$ cat config.mk
export PLATFORM = sky130hd
export DESIGN_NAME = adder_target
export DESIGN_NICKNAME = d
export VERILOG_FILES = /design/src/rtl/adder_target.sv
export SDC_FILE = /design/constraint.sdc
export NUM_CORES = 1
export LEC_CHECK = 0
export ABC_AREA = 0
export BUFFER_PORTS_ARGS = -buffer_cell sky130_fd_sc_hd__buf_2
export CAP_MARGIN = 10
export CORE_MARGIN = 2
export CORE_UTILIZATION = 50
export CTS_BUF_LIST = sky130_fd_sc_hd__clkbuf_4
export CTS_CLUSTER_SIZE = 28
export DETAILED_ROUTE_END_ITERATION = 6
export HOLD_SLACK_MARGIN = 0.06
export PLACE_DENSITY = 0.91
export REMOVE_ABC_BUFFERS = 1
export SLEW_MARGIN = 5
export SYNTH_ARGS = -nofsm -noshare
export SYNTH_HDL_FRONTEND = slang
export SYNTH_SLANG_ARGS = --single-unit
export TNS_END_PERCENT = 100
$ cat constraint.sdc
create_clock -name clk -period 3.5 [get_ports clk]
set_clock_uncertainty 0.2 [all_clocks]
set_input_delay 0 -clock clk [delete_from_list [all_inputs] [get_ports clk]]
set_output_delay 0 -clock clk [all_outputs]
set_load 0.05 [all_outputs]
$ cat src/rtl/adder_target.sv
// Purpose : branch/jump target adder, PCTarget = PC + ImmExt, with a registered trace copy.
// Latency : PCTarget is combinational (0 cycles); PCTarget_q and flags follow in_valid by 1 cycle.
// Backpr. : none; every in_valid cycle is captured, back-to-back, with no stall.
//
// Ports:
//   clk, rst          rising-edge clock, synchronous active-high reset
//   PC, ImmExt        current PC and sign-extended immediate (two's complement)
//   in_valid          operands valid for the registered stage
//   PCTarget          combinational (PC + ImmExt) mod 2^XLEN
//   PCTarget_q        registered PCTarget
//   out_valid         PCTarget_q and flags hold a fresh capture this cycle
//   wrap_q            registered address-space wrap flag
//   misaligned_q      registered target-misaligned flag
//
// Build option: define ADDER_TARGET_MISALIGN_CHECK_EN to compute misaligned_q
// from IALIGN (32 or 16). Without it misaligned_q is tied to 0 and no
// alignment logic exists.

module adder_target #(
    parameter int XLEN   = 32,
    parameter int IALIGN = 32
) (
    input  logic            clk,
    input  logic            rst,
    input  logic [XLEN-1:0] PC,
    input  logic [XLEN-1:0] ImmExt,
    input  logic            in_valid,
    output logic [XLEN-1:0] PCTarget,
    output logic [XLEN-1:0] PCTarget_q,
    output logic            out_valid,
    output logic            wrap_q,
    output logic            misaligned_q
);

    // Only 32-bit and 16-bit (compressed) instruction alignment exist.
    if (IALIGN != 32 && IALIGN != 16) begin : g_bad_ialign
        $error("adder_target: IALIGN must be 32 or 16");
    end

    // One extra bit to recover the carry out of the unsigned add.
    logic [XLEN:0] sum_ext;
    logic          carry;
    logic          imm_neg;
    logic          imm_nz;
    logic          wrap;

    assign sum_ext  = {1'b0, PC} + {1'b0, ImmExt};
    assign PCTarget = sum_ext[XLEN-1:0];
    assign carry    = sum_ext[XLEN];
    assign imm_neg  = ImmExt[XLEN-1];
    assign imm_nz   = |ImmExt;

    // A positive offset wraps past the top when the add carries out.
    // A negative offset is an add of 2^XLEN - |imm|, so it stays in range
    // exactly when it carries; no carry with a nonzero imm means we went
    // below address zero.
    assign wrap = imm_neg ? (~carry & imm_nz) : carry;

    logic misaligned;

`ifdef ADDER_TARGET_MISALIGN_CHECK_EN
    if (IALIGN == 16) begin : g_align16
        assign misaligned = PCTarget[0];
    end else begin : g_align32
        assign misaligned = |PCTarget[1:0];
    end
`else
    assign misaligned = 1'b0;
`endif

    // Registered stage: reset dominates in_valid; without in_valid the
    // data and flags hold while out_valid drops.
    always_ff @(posedge clk) begin
        if (rst) begin
            PCTarget_q <= '0;
            out_valid  <= 1'b0;
            wrap_q     <= 1'b0;
        end else if (in_valid) begin
            PCTarget_q <= PCTarget;
            out_valid  <= 1'b1;
            wrap_q     <= wrap;
        end else begin
            out_valid  <= 1'b0;
        end
    end

`ifdef ADDER_TARGET_MISALIGN_CHECK_EN
    always_ff @(posedge clk) begin
        if (rst) begin
            misaligned_q <= 1'b0;
        end else if (in_valid) begin
            misaligned_q <= misaligned;
        end
    end
`else
    assign misaligned_q = misaligned;
`endif

endmodule

# Word level (Yosys, flattened, before mapping)

Index checks and enable logic that the tools add are counted.
W data, S select, Z words.

Bits in registers: 34
Bits in latches: 0
Bits in writable memories: 0
ROM bits: 0
Input bits: 67
Output and inout port bits: 67
Logic and storage cells: 9
Memories: 0

Add/sub/neg operators: 1
Multipliers: 0
Divide/modulo/power cells: 0
Magnitude comparators: 0
Equal/unequal tests: 0
Shift-type cells: 0
Multiplexer cells: 2
Bitwise logic cells: 2
Reduce and logical (&&, ||, !) cells: 1

Operator list:

| operator          | number |
|---|---|
| $add A32 B32 Y33  | 1 |
| $reduce_or A32 Y1 | 1 |
| $mux W1           | 2 |
| $and A1 B1 Y1     | 1 |
| $not A1 Y1        | 1 |

# Longest topological paths before layout

Depth after elaboration: 4
Mapped depth: 9
Mapped depth without buffers: 9

# Worst setup path before layout

Ideal clock, no wire load.

Kind: input to register
From: in PC[0]
To: reg PCTarget_q[22]
Library setup time: 0.061 ns
Data arrival time: 2.562 ns
Data required time: 3.239 ns
Slack: 0.678 ns
Cell stages on the path: 9
Path buffers: 0
Cell sequence: ha_1 -> fa_1 -> a21o_1 -> a31oi_1 -> a211oi_1 -> o2111ai_1 -> nand2_1 -> xnor2_1 -> a21o_1

Longest elaborated chain between the ends: 1

Ends and longest elaborated chain:

| item                   | line | source |
|---|---|---|
| start: declaration     | 25   | `input logic [XLEN-1:0] PC,` |
| $add A32 B32 Y33       | 47   | `assign sum_ext = {1'b0, PC} + {1'b0, ImmExt};` |
| via PCTarget[22]       | 28   | `output logic [XLEN-1:0] PCTarget,` |
| end signal: assignment | 79   | `PCTarget_q <= PCTarget;` |
| end: declaration       | 29   | `output logic [XLEN-1:0] PCTarget_q,` |

The timed path passes the listed nets, and every way through them passes these cells.
A chain may end at the register's enable or synchronous reset.

# Worst setup path in the final report

From: in ImmExt[0]
To: reg wrap_q

Longest elaborated chain between the ends: 4
Elaborated cells between the ends (all ways): 5
Those cells by class: add/sub (1); mux (1); bitwise (2); reduce/logical (1)

Ends and longest elaborated chain:

| item                   | line | source |
|---|---|---|
| start: declaration     | 26   | `input logic [XLEN-1:0] ImmExt,` |
| $add A32 B32 Y33       | 47   |  |
| $not A1 Y1             | 57   | `assign wrap = imm_neg ? (~carry & imm_nz) : carry;` |
| $and A1 B1 Y1          | 57   |  |
| $mux W1 (*)            | 57   |  |
| end signal: assignment | 81   | `wrap_q <= wrap;` |
| end: declaration       | 31   | `output logic wrap_q,` |

Mark *: on every way between the ends. The rest lies on a longest branch, timed or not.

==> metrics <==
crit start category primary input; Mapped Area 3130 µm²; CTS root buffer clkbuf_4; Synth Area in Compound Gates 27.9%; Net count, final 653; DR vias 3,747; Synth area leader dfxtp_1; multiplexer share of the synthesized area 4.47%; fmax 0.292 GHz; pre-CTS setup slack 0.587 ns; Post-CTS Setup Inserts 0; Post-Layout Cell Count 629; Tmin final 3.42 ns; chip height 83.2 µm; Pre-antenna DRT Iters 6; Worst Path Arrival 3.53 ns; total gr overflow 0; CTS sink cnt 34; total die area 6920 µm²; synthesized area per cell 7.84 µm²; max_cap viols 0; Comb pwr share 56.9%; fin. max-slew vios 0; Worst-Skew Late Latency 0.36 ns; TritonCTS clock tree built; Setup-failing EPs final 0; WP data required 3.61 ns; Setup CP Type primary input to register; Switch Pwr 0.000968 W; Inserted Diodes 0; area grow syn2layout 35.9%; asr flop ratio synth 0%; power per cell area 457 nW/µm²; DIE WIDTH 83.2 µm; Syn Inst Count 400; Final Power 0.00195 W; worst-path fanout max 4; Placer Congestion 0.941; row count 28; Final Hold Violating Endpoints 0; Sum Neg Setup Slack 0 ns; placed insts 590; Initial Utilization 52.3%; first-pass GRT wire length 15,900 µm; P_leak 2.09 nW; Clock Power Share 20.0%; Peak VDD IR 0.000264 V; Port Buffer Count 132; Post-Synth Simple-Gate Area 21.5%; EDFF count, synth 0; TritonCTS buffer count 5; Period Utilization, post-route 97.8%; combinational family with the most area after synthesis compound AO/OA/AOI/OAI gates; Relative slew margins 60.4%; Post-Synth XOR/XNOR Area 6.99%; dominant cells by area after synthesis dfxtp_1, ha_1, a21oi_1, mux2i_1, nand2_1; sequential share of the synthesized area 21.7%; Min Hold Slack 0.0772 ns; largest net degree at the start of global routing 31; total internal power 0.000977 W; CTS max path bufs 2; library cells used by synthesis 61; Synthesis Warnings 0; clock slew at reported path FFs 0.13 ns; Routed WL per cell 15.8 µm; switching share of total power 49.8%; Setup crit end kind register; vias in the first global route 3,415; Yosys reg bits 34; final worst slack 0.0774 ns; Hold Crit Class primary input to register; RSZ-0062 raised after global routing yes; GRT Total Usage 27.4%; Via density 5.96; dominant synthesized flop cell dfxtp_1; htree depth 2; post-DP HPWL 7370 µm; initial antenna violation count 0; Post-Synth Adder-Cell Area 13.4%; Least-Margin Pin Slew 0.593 ns; I/O pin total 134; drt drc 0; drt initial violations 260; Seq pwr share 23.1%; share of cells above drive strength 1 28.0%; share of the synthesized area in the top cell type 21.7%; antenna-violating nets left 0; status completed; WL final 9920 µm; core box area 5990 µm²
-- layout make-up --
type	count	area, µm²
Clock inverter	3	68.8
Clock buffer	5	37.5
Multi-Input combinational cell	336	2350
Timing Repair Buffer	165	986
Sequential cell	34	681
Tap cell	75	93.8
Inverter	11	41.3
Fill cell	479	1730
-- per-layer routing --
metal | GRT usage [%] | part of all wire, % | vias up
met5 | 0 | 0 | -
met4 | 8.20 | 1.9 | 0
met3 | 3.88 | 7.2 | 22
met2 | 48.2 | 49 | 202
met1 | 34.7 | 42 | 1725
li1 | - | - | 1798
-- cell usage in the layout, fill, tap and decap left out, types with 14 or more instances in the layout --
cell | synthesis | final
xnor2_1 | 15 | 15
nand2_1 | 35 | 35
o21ai_0 | 15 | 15
mux2i_1 | 14 | 14
a21oi_1 | 38 | 37
nor2_1 | 35 | 35
dfxtp_1 | 34 | 34
buf_2 | 6 | 132
ha_1 | 32 | 32
dlygate4sd3_1 | 0 | 31
-- registers in the layout, indices dropped and copies added (netlist names) --
register and cells:
wrap_q 1, out_valid 1, PCTarget_q 32
-- critical path, cell delays in order --
cell	delay (ns)
dlygate4sd3_1	0.54
buf_2	0.12
ha_1	0.20
fa_1	0.42
a21o_1	0.20
a31oi_2	0.32
a21oi_1	0.16
a211o_1	0.36
nor3b_1	0.18
or3_1	0.30
a31oi_1	0.16
dlygate4sd3_1	0.55
-- stage by stage --
| stage | util, % | area, µm² |
|---|---|---|
| final | 71.1 | 4260 |
| after global routing | 71.1 | 4260 |
| after floorplan | - | 3050 |
| after global placement | 63.8 | 3820 |
| after CTS | 70.7 | 4240 |
| after detailed placement | 63.8 | 3820 |
-- cells by family (layout without fill, tap and decap cells) --
kind of cell / Yosys count / in the layout
buffers and inverters: 30 / 184
other: 1 / 1
AOI/OAI and AO/OA: 129 / 129
DFF: 34 / 34
and+or+nand+nor: 134 / 134
xor gates and xnor gates: 25 / 25
adders and majority gates: 33 / 33
muxes: 14 / 14
-- path summary, 6_finish.rpt --
kind	from	endpoint	slack, ns	depth (start not counted)
max	ImmExt[0]	wrap_q	0.08	12
min reg2reg	PCTarget_q[25]	PCTarget_q[25]	0.27	2
min	ImmExt[26]	PCTarget_q[26]	0.08	4
max reg2reg	PCTarget_q[27]	PCTarget_q[27]	2.03	3
-- power by group through the flow --
stage | clock network [W] | logic [W] | registers (W)
2_1_floorplan | 0 | 0.000651 | 0.000605
3_3_place_gp | 0 | 0.00104 | 0.000456
3_5_place_dp | 0 | 0.00105 | 0.000459
4_1_cts | 0.000394 | 0.00109 | 0.000450
5_1_grt | 0.000406 | 0.00117 | 0.000455
6_report | 0.000389 | 0.00111 | 0.000450
-- synthesized netlist by cell type (7+ instances only) --
| library cell | number |
|---|---|
| a21o_1 | 11 |
| a21oi_1 | 38 |
| and3_1 | 7 |
| clkbuf_1 | 11 |
| dfxtp_1 | 34 |
| ha_1 | 32 |
| inv_1 | 9 |
| mux2i_1 | 14 |
| nand2_1 | 35 |
| nand3_1 | 10 |
| nor2_1 | 35 |
| nor3_1 | 8 |
| o21ai_0 | 15 |
| xnor2_1 | 15 |
| xor2_1 | 10 |
-- what timing repair did --
item	4_1_cts	5_1_grt
endpoints found under the hold margin	31	0
gates resized for setup	0	4
setup endpoints to repair	0	5
hold buffers	31	0
No activity file was read; power rests on OpenSTA's default activity.
